$ cat config.mk
export PLATFORM = sky130hd
export DESIGN_NAME = ft_fifo_flags
export DESIGN_NICKNAME = d
export VERILOG_FILES = /design/src/rtl/ft_fifo_flags.sv
export SDC_FILE = /design/constraint.sdc
export NUM_CORES = 1
export LEC_CHECK = 0
export ABC_CLOCK_PERIOD_IN_PS = 3400
export BUFFER_PORTS_ARGS = -buffer_cell sky130_fd_sc_hd__buf_4
export CORE_ASPECT_RATIO = 0.8
export CORE_MARGIN = 5
export CORE_UTILIZATION = 59
export CTS_CLUSTER_DIAMETER = 100
export CTS_CLUSTER_SIZE = 14
export DETAILED_ROUTE_END_ITERATION = 10
export GPL_TIMING_DRIVEN = 0
export PLACE_DENSITY = 0.88
export SLEW_MARGIN = 30
export SYNTH_ARGS = -nofsm -noshare
export SYNTH_HDL_FRONTEND = slang
export SYNTH_SLANG_ARGS = --single-unit
$ cat constraint.sdc
create_clock -name clk -period 3.4 [get_ports clk]
set_input_delay 0.34 -clock clk [delete_from_list [all_inputs] [get_ports clk]]
set_output_delay 0.34 -clock clk [all_outputs]
set_load 0.05 [all_outputs]
$ cat src/rtl/ft_fifo_flags.sv
// First-word fall-through FIFO with registered level and status flags.
// Optional sticky overflow/underflow reporting under macro FT_FIFO_FLAGS_ERR_EN.
module ft_fifo_flags #(
   parameter int unsigned WIDTH  = 8,
   parameter int unsigned DEPTH  = 8,
   parameter int unsigned AF_LVL = DEPTH - 2,
   parameter int unsigned AE_LVL = 2
) (
   input  logic                         clk,
   input  logic                         rst,
   input  logic [WIDTH-1:0]             d_in,
   input  logic                         w_en,
   input  logic                         r_en,
   output logic [WIDTH-1:0]             d_out,
   output logic                         full,
   output logic                         empty,
   output logic                         almost_full,
   output logic                         almost_empty,
   output logic [$clog2(DEPTH+1)-1:0]   level
`ifdef FT_FIFO_FLAGS_ERR_EN
   ,
   input  logic                         err_clr,
   output logic                         ovf,
   output logic                         udf
`endif
);

   localparam int unsigned PW = $clog2(DEPTH);
   localparam int unsigned LW = $clog2(DEPTH + 1);

   logic [WIDTH-1:0] mem [DEPTH];
   logic [PW-1:0]    wr_ptr;
   logic [PW-1:0]    rd_ptr;

   logic             rd_acc;
   logic             wr_acc;
   logic [PW-1:0]    rd_ptr_nxt;
   logic [LW-1:0]    lvl_nxt;
   logic             head_is_new;
   logic [WIDTH-1:0] d_out_nxt;

   // Acceptance and next-state decode; flags and head word are precomputed so outputs stay registered
   always_comb begin
      rd_acc      = r_en && !empty;
      wr_acc      = w_en && (!full || rd_acc);
      rd_ptr_nxt  = rd_acc ? rd_ptr + PW'(1) : rd_ptr;
      lvl_nxt     = level;
      case ({wr_acc, rd_acc})
         2'b10:   lvl_nxt = level + LW'(1);
         2'b01:   lvl_nxt = level - LW'(1);
         default: lvl_nxt = level;
      endcase
      // The word written this cycle becomes the head when nothing older remains
      head_is_new = wr_acc && (level == (rd_acc ? LW'(1) : LW'(0)));
      if (lvl_nxt == LW'(0)) begin
         d_out_nxt = '0;
      end else if (head_is_new) begin
         d_out_nxt = d_in;
      end else begin
         d_out_nxt = mem[rd_ptr_nxt];
      end
   end

   always_ff @(posedge clk) begin
      if (wr_acc && !rst) begin
         mem[wr_ptr] <= d_in;
      end
   end

   always_ff @(posedge clk) begin
      if (rst) begin
         wr_ptr       <= '0;
         rd_ptr       <= '0;
         level        <= '0;
         d_out        <= '0;
         full         <= 1'b0;
         empty        <= 1'b1;
         almost_full  <= 1'b0;
         almost_empty <= 1'b1;
      end else begin
         if (wr_acc) begin
            wr_ptr <= wr_ptr + PW'(1);
         end
         rd_ptr       <= rd_ptr_nxt;
         level        <= lvl_nxt;
         d_out        <= d_out_nxt;
         full         <= (lvl_nxt == LW'(DEPTH));
         empty        <= (lvl_nxt == LW'(0));
         almost_full  <= (lvl_nxt >= LW'(AF_LVL));
         almost_empty <= (lvl_nxt <= LW'(AE_LVL));
      end
   end

`ifdef FT_FIFO_FLAGS_ERR_EN
   // Sticky error flags; a new event wins over a clear in the same cycle
   always_ff @(posedge clk) begin
      if (rst) begin
         ovf <= 1'b0;
         udf <= 1'b0;
      end else begin
         ovf <= (w_en && !wr_acc) || (ovf && !err_clr);
         udf <= (r_en && empty)   || (udf && !err_clr);
      end
   end
`endif

endmodule

==> results.txt, run 1 <==
Fin. Hold Viols - 0
Leakage - 1.54 nW
Final Hold Slack - 0.225 ns
Drt wl/cell - 19.0 um
Post-synth net total - 287
Seq cells post-synth - 86
Die area - 7800 um^2
DR iter-0 viols - 176
Worst vdd ir - 511 uV
Io pins - 28
DRT antenna net count - 0
Most frequent cells in the layout - edfxtp_1 (64), nor2_1 (27), buf_4 (27)
Final min period - 3.15 ns
Hold Path Class - primary input to register
Mean post-synth cell area - 13.4 um^2
Setup Viol. Count Final - 0
Sink Count - 86
Area growth, synth to finish - 15.6%
Yosys warnings - 0
Final Wtd Congestion - 0.812
Starting Density - 60.8%
Vias per cell - 6.20
Antenna Cells - 0
Largest net degree at the start of global routing - 17
Yosys cell types - 42
Combinational family with the most area after synthesis - compound AO/OA/AOI/OAI gates
Buf+Inv Stages, Crit Path - 2
DRC - 0
Final non-filler cell total - 398
CP endpoint kind - register
Simple-gate share of the synthesized area - 12.2%
Routed wire length - 7560 um
DR pass1 iterations - 5
Post-synth top flop - edfxtp_1
FFs w/ async S/R, synth - 0%
CTS root buf - clkbuf_8
TritonCTS clock tree - built
RSZ-0062 raised after global routing - false
Clock insertion delay at the later pin of the skew report - 0.36 ns
Cts bufs inserted - 9
Critical path, cell by cell - nand2b_1 > buf_2 > a21boi_2 > inv_1 > ha_1 > xor2_1 > ha_1 > a21oi_1 > mux2i_1 > xor2_1 > nand3_2 > and4b_1
Port Buffers - 27
Most common cell after layout, fill and taps aside - edfxtp_1
Post-Synth XOR/XNOR Area - 1.21%
Reg2Reg Depth - 12
Cell Pwr Density - 666 nW/um^2
Fin crit share - 92.6%
Maxcap violations - 0
Slew Limit Fails - 0
Clock buffer depth - 2
Crit-path max FO - 9
Top delay family on crit path - simple AND/OR/NAND/NOR gates
Largest stage delay on the critical path - 0.36 ns
Synth Area in Compound Gates - 12.6%
Reg2reg end - d_out[7]$_SDFF_PP0_
H-tree depth reported by CTS - 3
Post-route clock skew - 0.0128 ns
Worst Hold Path EP - mem[3][4]$_DFFE_PP_
Final setup TNS - 0 ns
Cts hold-fix bufs - 0
Crit path required time - 3.65 ns
CP max stage cell - dfxtp_1
Hold depth - 1
Die H - 80.0 um
Worst slew margin - 39.1%
Tot GR Track Use - 20.6%
CP arrival - 3.40 ns
Final nets - 329
Crit start category - register
Grt ovf - 0
Number of global-route vias before repair - 2513
Adder-cell area share of the yosys netlist - 1.73%
Worst-path clk slew - 0.09 ns
Number of cells after detailed placement - 382
Fmax - 317 MHz
Num rows - 25
Final WS setup - 0.250 ns
Mux cell area share after synthesis - 4.99%
Worst R2R Setup Slack - 0.25 ns
Hold_sp - d_in[4]
Synth Cell Area - 3610 um^2
Status - completed
Die Width - 97.5 um
Worst slew pin tran - 0.913 ns
Pre-CTS WS - 0.0147 ns
Register area share after synthesis - 65.4%
WS Path Type - register to register
Post-synthesis cell count - 270
Initial antenna violation count - 0
Post-synth EDFFs - 64
Via Count - 2468
First-pass GRT wire length - 12300 um
Core footprint - 5940 um^2
Post-CTS Setup Bufs - 0
Proportion of layout cells with a drive suffix above 1 - 21.8%
HPWL after detailed placement - 5260 um
R2r startpoint - empty$_SDFF_PP1_
## Yosys cell counts, types with 2 or more instances
master | instances | area (um^2)
a22oi_1 | 2 | 15.0
nand2_1 | 11 | 41.3
dfxtp_1 | 22 | 440
nand3b_1 | 2 | 15.0
o22ai_1 | 16 | 100
o21bai_1 | 8 | 60.1
clkbuf_1 | 4 | 15.0
nor4_1 | 6 | 37.5
edfxtp_1 | 64 | 1920
mux2i_1 | 18 | 180
ha_1 | 5 | 62.6
a21oi_1 | 5 | 25.0
a22o_1 | 8 | 70.1
nor2b_1 | 2 | 12.5
nor3_1 | 6 | 30.0
inv_1 | 6 | 22.5
nor2_1 | 27 | 101
o21ai_0 | 8 | 40.0
a31oi_1 | 2 | 12.5
o31ai_1 | 9 | 67.6
and4b_1 | 9 | 90.1
nand2b_1 | 4 | 25.0
xor2_1 | 4 | 35.0
buf_2 | 4 | 20.0
## logic make-up after synthesis
group / after synthesis
adder cells (fa/ha/maj): 5
AO/OA/AOI/OAI: 65
multiplexers: 18
XOR/XNOR: 5
buffers and inverters: 15
AND/OR/NAND/NOR: 76
flip-flops: 86
## state kept, by name, indices dropped and copies added, names as in the netlist
name,flops
empty,1
d_out,8
mem,64
almost_full,1
almost_empty,1
full,1
wr_ptr,3
rd_ptr,3
level,4
## through the flow
step / power, W / util [%] / cell area (um^2)
final: 0.00278 / 70.3 / 4180
after global routing: 0.00293 / 70.3 / 4180
after CTS: 0.00279 / 70.0 / 4160
after detailed placement: 0.00215 / 67.0 / 3980
after global placement: 0.00213 / 65.9 / 3920
after floorplan: 0.00189 / - / 3610
## report_power, final
part	internal [W]	total [W]	switching, W
logic	0.000291	0.000880	0.000589
clock network	0.000272	0.000642	0.000369
registers	0.00121	0.00126	0.0000514
## metal layers
layer	GRT usage [%]	vias to the layer above	wire length [um]
met5	0	-	0
met4	6.92	0	155
met3	6.46	15	532
met2	34.2	117	3660
met1	25.9	1201	3210
li1	-	1135	-
## worst max path at each step
stage,from,endpoint,slack (ns),depth (start not counted)
after floorplan,empty$_SDFF_PP1_,d_out[0]$_SDFF_PP0_,0.26,10
after global placement,r_en,d_out[7]$_SDFF_PP0_,0.17,13
after detailed placement,r_en,d_out[7]$_SDFF_PP0_,0.01,13
after CTS,empty$_SDFF_PP1_,d_out[7]$_SDFF_PP0_,0.17,12
after global routing,empty$_SDFF_PP1_,d_out[1]$_SDFF_PP0_,0.04,12
final,empty$_SDFF_PP1_,d_out[7]$_SDFF_PP0_,0.25,12
## area by class of cell
type / count / area, um^2
clock buffers: 9 / 124
multi-input cells: 169 / 1240
clock inverters: 7 / 56.3
well taps: 81 / 101
inverters: 6 / 22.5
repair buffers: 31 / 223
fillers: 428 / 1770
plain buffers: 9 / 46.3
flip-flops and latches: 86 / 2360
## timing repair
action                     CTS  global route
resized for setup            1             1
setup endpoints to repair    4             8
hold endpoints to repair     0             0
## worst register-to-register path, stage by stage, from the launching register on
cell and delay [ns]:
dfxtp_1 0.36, nand2b_1 0.15, buf_2 0.17, a21boi_2 0.30, inv_1 0.15, ha_1 0.29, xor2_1 0.17, ha_1 0.19
a21oi_1 0.15, mux2i_1 0.24, xor2_1 0.30, nand3_2 0.26, and4b_1 0.32
Power figures use the tool's default switching activity.
==> run 2: changes to the inputs <==
--- a/config.mk
+++ b/config.mk
@@ -5,6 +5,7 @@
 export SDC_FILE = /design/constraint.sdc
 export NUM_CORES = 1
 export LEC_CHECK = 0
+export ABC_AREA = 1
 export ABC_CLOCK_PERIOD_IN_PS = 3400
 export BUFFER_PORTS_ARGS = -buffer_cell sky130_fd_sc_hd__buf_4
 export CORE_ASPECT_RATIO = 0.8
==> constraint.sdc (replaced) <==
create_clock -name clk -period 3.4 [get_ports clk]
set_input_delay 0 -clock clk [delete_from_list [all_inputs] [get_ports clk]]
set_output_delay 0 -clock clk [all_outputs]
set_load 0.05 [all_outputs]
==> results.txt, run 2 <==
Io pins - 28 (unchanged)
WP depth - 17 (was 12)
Grt ovf - 0 (unchanged)
Number of cells after detailed placement - 466 (was 382)
RSZ-0062 raised after global routing - false (unchanged)
Proportion of layout cells with a drive suffix above 1 - 17.4% (was 21.8%)
Post-synth top area cell - edfxtp_1 (unchanged)
Top delay family on crit path - simple AND/OR/NAND/NOR gates (unchanged)
Post-layout power - 0.00342 W (was 0.00278 W)
Die Width - 97.7 um (was 97.5 um)
Max reg flops - 64 (unchanged)
First-pass GRT wire length - 12500 um (was 12300 um)
Vias per cell - 5.44 (was 6.20)
Initial antenna violation count - 0 (unchanged)
Cts bufs inserted - 9 (unchanged)
Num rows - 25 (unchanged)
CP arrival - 3.05 ns (was 3.40 ns)
FF+latch area - 2360 um^2 (unchanged)
Routed wire length - 7690 um (was 7560 um)
Largest stage delay on the critical path - 0.42 ns (was 0.36 ns)
Post-route clock skew - 0.0129 ns (was 0.0128 ns)
FFs w/ async S/R, synth - 0% (unchanged)
DRT antenna net count - 0 (unchanged)
Buf+Inv Stages, Crit Path - 3 (was 2)
Hold Path Class - primary input to register (unchanged)
H-tree depth reported by CTS - 3 (unchanged)
Top cell type's share of synthesized area - 52.9% (was 53.2%)
Filler instances - 385 (was 428)
Worst R2R Setup Slack - 0.65 ns (was 0.25 ns)
Die H - 80.2 um (was 80.0 um)
Die area - 7830 um^2 (was 7800 um^2)
Antenna Cells - 0 (unchanged)
Seq cells post-synth - 86 (unchanged)
Post-synth EDFFs - 64 (unchanged)
Via Count - 2667 (was 2468)
DRC - 0 (unchanged)
HPWL after detailed placement - 5310 um (was 5260 um)
Count leader, synth - nand2_1 (was edfxtp_1)
Final Hold Slack - 0.0279 ns (was 0.225 ns)
Post-synthesis cell count - 359 (was 270)
Final nets - 421 (was 329)
Largest net degree at the start of global routing - 16 (was 17)
Port Buffers - 26 (was 27)
Fin crit share - 80.9% (was 92.6%)
Setup Viol. Count Final - 0 (unchanged)
Crit-path max FO - 10 (was 9)
Final setup TNS - 0 ns (unchanged)
CP most frequent cell - nand2_1
Footprint of the multi-input gates - 1140 um^2 (was 1240 um^2)
Drt wl/cell - 15.7 um (was 19.0 um)
Final non-filler cell total - 490 (was 398)
Worst slew margin - 49.5% (was 39.1%)
Worst slew pin tran - 0.753 ns (was 0.913 ns)
Starting Density - 61.1% (was 60.8%)
Worst-path clk slew - 0.09 ns (about the same)
Final Wtd Congestion - 0.901 (was 0.812)
Clock insertion delay at the later pin of the skew report - 0.36 ns (about the same)
Largest Register - mem (unchanged)
Yosys warnings - 0 (unchanged)
CP max stage cell - dfxtp_1 (unchanged)
Reg2Reg Depth - 17 (was 12)
Status - completed (unchanged)
CTS root buf - clkbuf_8 (unchanged)
Hold depth - 2 (was 1)
Core Util, Final - 71.0% (was 70.3%)
Synth Cell Area - 3630 um^2 (was 3610 um^2)
Leakage - 1.70 nW (was 1.54 nW)
DR iter-0 viols - 253 (was 176)
Maxcap violations - 0 (unchanged)
Worst vdd ir - 371 uV (was 511 uV)
Crit start category - register (unchanged)
Crit path required time - 3.70 ns (was 3.65 ns)
Post-synth top flop - edfxtp_1 (unchanged)
Yosys cell types - 25 (was 42)
Core footprint - 5940 um^2 (unchanged)
Most frequent cells in the layout - nand2_1 (107), edfxtp_1 (64), nand3_1 (45) (was edfxtp_1 (64), nor2_1 (27), buf_4 (27))
Clock buffer depth - 2 (unchanged)
Critical path, cell by cell - inv_2 > nand2_2 > nand2_1 > nand2_2 > ha_1 > nand2_1 > inv_1 > nor2_1 > ha_1 > inv_1 > o21ai_0 > nor2_1 > nand3_1 > nand2_1 > nand2_1 > nand2_1 > nor2_1 (was nand2b_1 > buf_2 > a21boi_2 > inv_1 > ha_1 > xor2_1 > ha_1 > a21oi_1 > mux2i_1 > xor2_1 > nand3_2 > and4b_1)
Synth cell count leaders - nand2_1 (107), edfxtp_1 (64), nand3_1 (45) (was edfxtp_1 (64), nor2_1 (27), dfxtp_1 (22))
Most common cell after layout, fill and taps aside - nand2_1 (was edfxtp_1)
Fin. Hold Viols - 0 (unchanged)
DR pass1 iterations - 6 (was 5)
CP endpoint kind - register (unchanged)
Largest registers - mem x64, d_out x8, level x4 (unchanged)
Fmax - 364 MHz (was 317 MHz)
Final min period - 2.75 ns (was 3.15 ns)
WS Path Type - register to register (unchanged)
Mean post-synth cell area - 10.1 um^2 (was 13.4 um^2)
Tot GR Track Use - 20.9% (was 20.6%)
Post-synth net total - 376 (was 287)
Slew Limit Fails - 0 (unchanged)
Synth top area cells - edfxtp_1 (53%), dfxtp_1 (12%), nand2_1 (11%) (was edfxtp_1 (53%), dfxtp_1 (12%), mux2i_1 (5.0%))
TritonCTS clock tree - built (unchanged)
Area growth, synth to finish - 16.2% (was 15.6%)
Sink Count - 86 (unchanged)
Register area share after synthesis - 65.1% (was 65.4%)
Number of global-route vias before repair - 2551 (was 2513)
Cell Pwr Density - 810 nW/um^2 (was 666 nW/um^2)
==> run 2: cell count changes after synthesis, moves of 8 or more <==
cell      delta
o22ai_1     -16
o31ai_1      -9
nand2_1     +96
mux2i_1     -18
nor2_1      +13
and4b_1      -9
inv_1       +14
o21bai_1     -8
nand3_1     +45
a22o_1       -8
==> run 2: kinds of logic (layout without fill, tap and decap cells) <==
| logic type | after synthesis | after routing | synth area share, % |
|---|---|---|---|
| and+or+nand+nor | 214 | 214 | 25.3 |
| AOI/OAI and AO/OA | 18 | 18 | 2.69 |
| xor gates and xnor gates | 4 | 4 | 1.17 |
| buffers and inverters | 32 | 82 | 4.03 |
| DFF | 86 | 86 | 65.1 |
| adders and majority gates | 5 | 5 | 1.72 |
==> run 2: cell type report <==
| type | instances | share of cell area (%) |
|---|---|---|
| clock inverter | 6 | 1.01 |
| sequential | 86 | 56.0 |
| tap | 81 | 2.40 |
| multi-input combinational | 241 | 27.1 |
| inverter | 22 | 1.96 |
| buffer | 10 | 1.51 |
| clock buffer | 10 | 3.53 |
| timing repair buffer | 34 | 6.52 |
==> run 2: power breakdown <==
group          switching, W  internal, W  leakage [nW]
clock network      0.000355     0.000312        0.0942
logic              0.000981     0.000446         0.849
registers         0.0000756      0.00125         0.760
total               0.00141      0.00201          1.70
==> run 2: final timing paths <==
kind                                  to                   start
hold reg to reg   wr_ptr[1]$_SDFFE_PP0P_  wr_ptr[1]$_SDFFE_PP0P_
hold / removal       level[1]$_SDFF_PP0_                     rst
setup reg to reg     d_out[3]$_SDFF_PP0_        empty$_SDFF_PP1_
setup / recovery     d_out[3]$_SDFF_PP0_        empty$_SDFF_PP1_
==> run 2: metal layers <==
metal / GRT usage [%] / vias to the layer above / routed length (um)
met4: 6.64 / 0 / 111
li1: - / 1287 / -
met3: 6.51 / 14 / 720
met2: 32.8 / 121 / 3590
met1: 28.1 / 1245 / 3270
met5: 0 / - / 0
==> run 2: stage by stage <==
step,instance area [um^2],setup WS (ns)
finish,4220,0.649
global route,4220,0.342
global placement,3930,0.845
detailed placement,3940,0.728
CTS,4210,0.699
floorplan,3630,0.770
==> run 2: worst register-to-register path, stage by stage, from the launching register on <==
cell and delay, ns:
dfxtp_1 0.42, inv_2 0.06, nand2_2 0.14, nand2_1 0.08, nand2_2 0.18, ha_1 0.25, nand2_1 0.08, inv_1 0.08
nor2_1 0.06, ha_1 0.27, inv_1 0.03, o21ai_0 0.29, nor2_1 0.09, nand3_1 0.12, nand2_1 0.07, nand2_1 0.23
nand2_1 0.12, nor2_1 0.11
==> run 2: repair_timing <==
action                    CTS  global route
hold buffers                8             0
hold endpoints to repair   64             0
resized for setup           0             0
buffers inserted            0             0
==> run 3: changes to the inputs <==
--- a/config.mk
+++ b/config.mk
@@ -6,7 +6,7 @@
 export NUM_CORES = 1
 export LEC_CHECK = 0
 export ABC_AREA = 1
-export ABC_CLOCK_PERIOD_IN_PS = 3400
+export ABC_CLOCK_PERIOD_IN_PS = 2750
 export BUFFER_PORTS_ARGS = -buffer_cell sky130_fd_sc_hd__buf_4
 export CORE_ASPECT_RATIO = 0.8
 export CORE_MARGIN = 5
==> constraint.sdc (replaced) <==
create_clock -name clk -period 2.75 [get_ports clk]
set_input_delay 0 -clock clk [delete_from_list [all_inputs] [get_ports clk]]
set_output_delay 0 -clock clk [all_outputs]
set_load 0.05 [all_outputs]
==> results.txt, run 3 (synthesis gave the netlist of run 2 again) <==
Worst slew pin tran - 0.776 ns (was 0.753 ns)
Crit path required time - 3.05 ns (was 3.70 ns)
CP endpoint kind - register (unchanged)
RSZ-0062 raised after global routing - false (unchanged)
Tot GR Track Use - 20.9% (unchanged)
FF+latch area - 2360 um^2 (unchanged)
CP arrival - 2.83 ns (was 3.05 ns)
Top delay family on crit path - simple AND/OR/NAND/NOR gates (unchanged)
Largest registers - mem x64, d_out x8, level x4 (unchanged)
Worst slew margin - 48.0% (was 49.5%)
Clock insertion delay at the later pin of the skew report - 0.36 ns (about the same)
Core footprint - 5940 um^2 (unchanged)
Buf+Inv Stages, Crit Path - 2 (was 3)
HPWL after detailed placement - 5310 um (unchanged)
Crit-path max FO - 10 (unchanged)
DRC - 0 (unchanged)
Setup Viol. Count Final - 0 (unchanged)
Die Width - 97.7 um (unchanged)
Final Hold Slack - 0.00652 ns (was 0.0279 ns)
Cell area after layout - 4230 um^2 (was 4220 um^2)
Die H - 80.2 um (unchanged)
TritonCTS clock tree - built (unchanged)
Fin. Hold Viols - 0 (unchanged)
Die area - 7830 um^2 (unchanged)
Footprint of the multi-input gates - 1150 um^2 (was 1140 um^2)
Fin crit share - 92.0% (was 80.9%)
Number of global-route vias before repair - 2551 (unchanged)
DRT antenna net count - 0 (unchanged)
Reg2Reg Depth - 17 (unchanged)
Initial antenna violation count - 0 (unchanged)
Post-CTS Setup Bufs - 0 (unchanged)
Starting Density - 61.1% (unchanged)
Hold Path Class - primary input to register (unchanged)
Critical path, cell by cell - inv_2 > nand2_2 > nand2_1 > nand2_4 > ha_1 > nand2_1 > inv_1 > nor2_1 > ha_1 > a21oi_1 > nand2b_1 > nand3_1 > nand3_1 > nand2_1 > nand2_2 > nand2_1 > nor2_1 (was inv_2 > nand2_2 > nand2_1 > nand2_2 > ha_1 > nand2_1 > inv_1 > nor2_1 > ha_1 > inv_1 > o21ai_0 > nor2_1 > nand3_1 > nand2_1 > nand2_1 > nand2_1 > nor2_1)
Most common cell after layout, fill and taps aside - nand2_1 (unchanged)
Sink Count - 86 (unchanged)
Filler instances - 384 (was 385)
DR pass1 iterations - 5 (was 6)
Routed wire length - 7790 um (was 7690 um)
Port Buffers - 26 (unchanged)
Worst vdd ir - 460 uV (was 371 uV)
Hold depth - 3 (was 2)
Largest Register - mem (unchanged)
Final Wtd Congestion - 0.901 (unchanged)
DR iter-0 viols - 292 (was 253)
Num rows - 25 (unchanged)
Io pins - 28 (unchanged)
CP max stage cell - dfxtp_1 (unchanged)
Crit start category - register (unchanged)
Clock buffer depth - 2 (unchanged)
Proportion of layout cells with a drive suffix above 1 - 17.8% (was 17.4%)
Post-route clock skew - 0.0117 ns (was 0.0129 ns)
Drt wl/cell - 15.9 um (was 15.7 um)
Largest stage delay on the critical path - 0.42 ns (about the same)
Grt ovf - 0 (unchanged)
H-tree depth reported by CTS - 3 (unchanged)
First-pass GRT wire length - 12500 um (unchanged)
Vias per cell - 5.47 (was 5.44)
Status - completed (unchanged)
Max reg flops - 64 (unchanged)
Cts bufs inserted - 9 (unchanged)
Cell Pwr Density - 1010 nW/um^2 (was 810 nW/um^2)
WP depth - 17 (unchanged)
Final min period - 2.53 ns (was 2.75 ns)
Via Count - 2688 (was 2667)
Final nets - 421 (unchanged)
Fmax - 395 MHz (was 364 MHz)
Final setup TNS - 0 ns (unchanged)
Maxcap violations - 0 (unchanged)
CP most frequent cell - nand2_1 (unchanged)
Worst-path clk slew - 0.09 ns (about the same)
Leakage - 1.71 nW (was 1.70 nW)
WS Path Type - register to register (unchanged)
Placed cell areas - 3940 um^2 (unchanged)
CTS root buf - clkbuf_8 (unchanged)
Slew Limit Fails - 0 (unchanged)
Most frequent cells in the layout - nand2_1 (106), edfxtp_1 (64), nand3_1 (45) (was nand2_1 (107), edfxtp_1 (64), nand3_1 (45))
Area growth, synth to finish - 16.6% (was 16.2%)
Largest net degree at the start of global routing - 16 (unchanged)
==> run 3: through the flow <==
| step | util [%] | cells | total power (W) | setup WS, ns |
|---|---|---|---|---|
| floorplan | - | 359 | 0.00291 | 0.120 |
| global placement | 66.1 | 466 | 0.00333 | 0.195 |
| detailed placement | 66.3 | 466 | 0.00339 | 0.0778 |
| CTS | 70.9 | 490 | 0.00422 | 0.0491 |
| global route | 71.2 | 490 | 0.00451 | 0.00906 |
| finish | 71.2 | 491 | 0.00426 | 0.220 |
==> run 3: final cells by class <==
type / count / share of cell area, %
diodes: 1 / 0.0591
plain buffers: 10 / 1.51
clock buffers: 10 / 3.52
clock inverters: 6 / 1.01
inverters: 22 / 1.95
multi-input cells: 241 / 27.3
flip-flops and latches: 86 / 55.8
well taps: 81 / 2.39
repair buffers: 34 / 6.50
==> run 3: worst paths after layout <==
| check | startpoint | to | slack, ns |
|---|---|---|---|
| hold reg to reg | wr_ptr[1]$_SDFFE_PP0P_ | wr_ptr[1]$_SDFFE_PP0P_ | 0.57 |
| setup / recovery | empty$_SDFF_PP1_ | d_out[3]$_SDFF_PP0_ | 0.22 |
| setup reg to reg | empty$_SDFF_PP1_ | d_out[3]$_SDFF_PP0_ | 0.22 |
| hold / removal | w_en | wr_ptr[0]$_SDFFE_PP0P_ | 0.007 |
==> run 3: what timing repair did <==
| item | in CTS | in global routing |
|---|---|---|
| endpoints found under the setup margin | 0 | 9 |
| gates resized for setup | 0 | 4 |
| hold buffers | 8 | 0 |
| endpoints found under the hold margin | 64 | 0 |
==> run 3: report_power, final <==
| group | switching [W] | internal [W] |
|---|---|---|
| Clock | 0.000442 | 0.000385 |
| Combinational | 0.00123 | 0.000561 |
| Sequential | 0.0000937 | 0.00154 |
| Total | 0.00177 | 0.00249 |
==> run 3: routing by layer <==
metal  vias up  track usage (%)  part of all wire (%)
met5         -                0                     0
met4         0             6.64                   1.1
met3        12             6.51                   8.1
met2       126             32.8                    47
met1      1261             28.1                    44
li1       1289                -                     -
==> run 3: worst min-delay path, delay by kind of cell <==
| family | cells | cell delay (ns) |
|---|---|---|
| buf+inv | 1 | 0.12 |
| simple gates | 1 | 0.12 |
| compound gates | 1 | 0.08 |
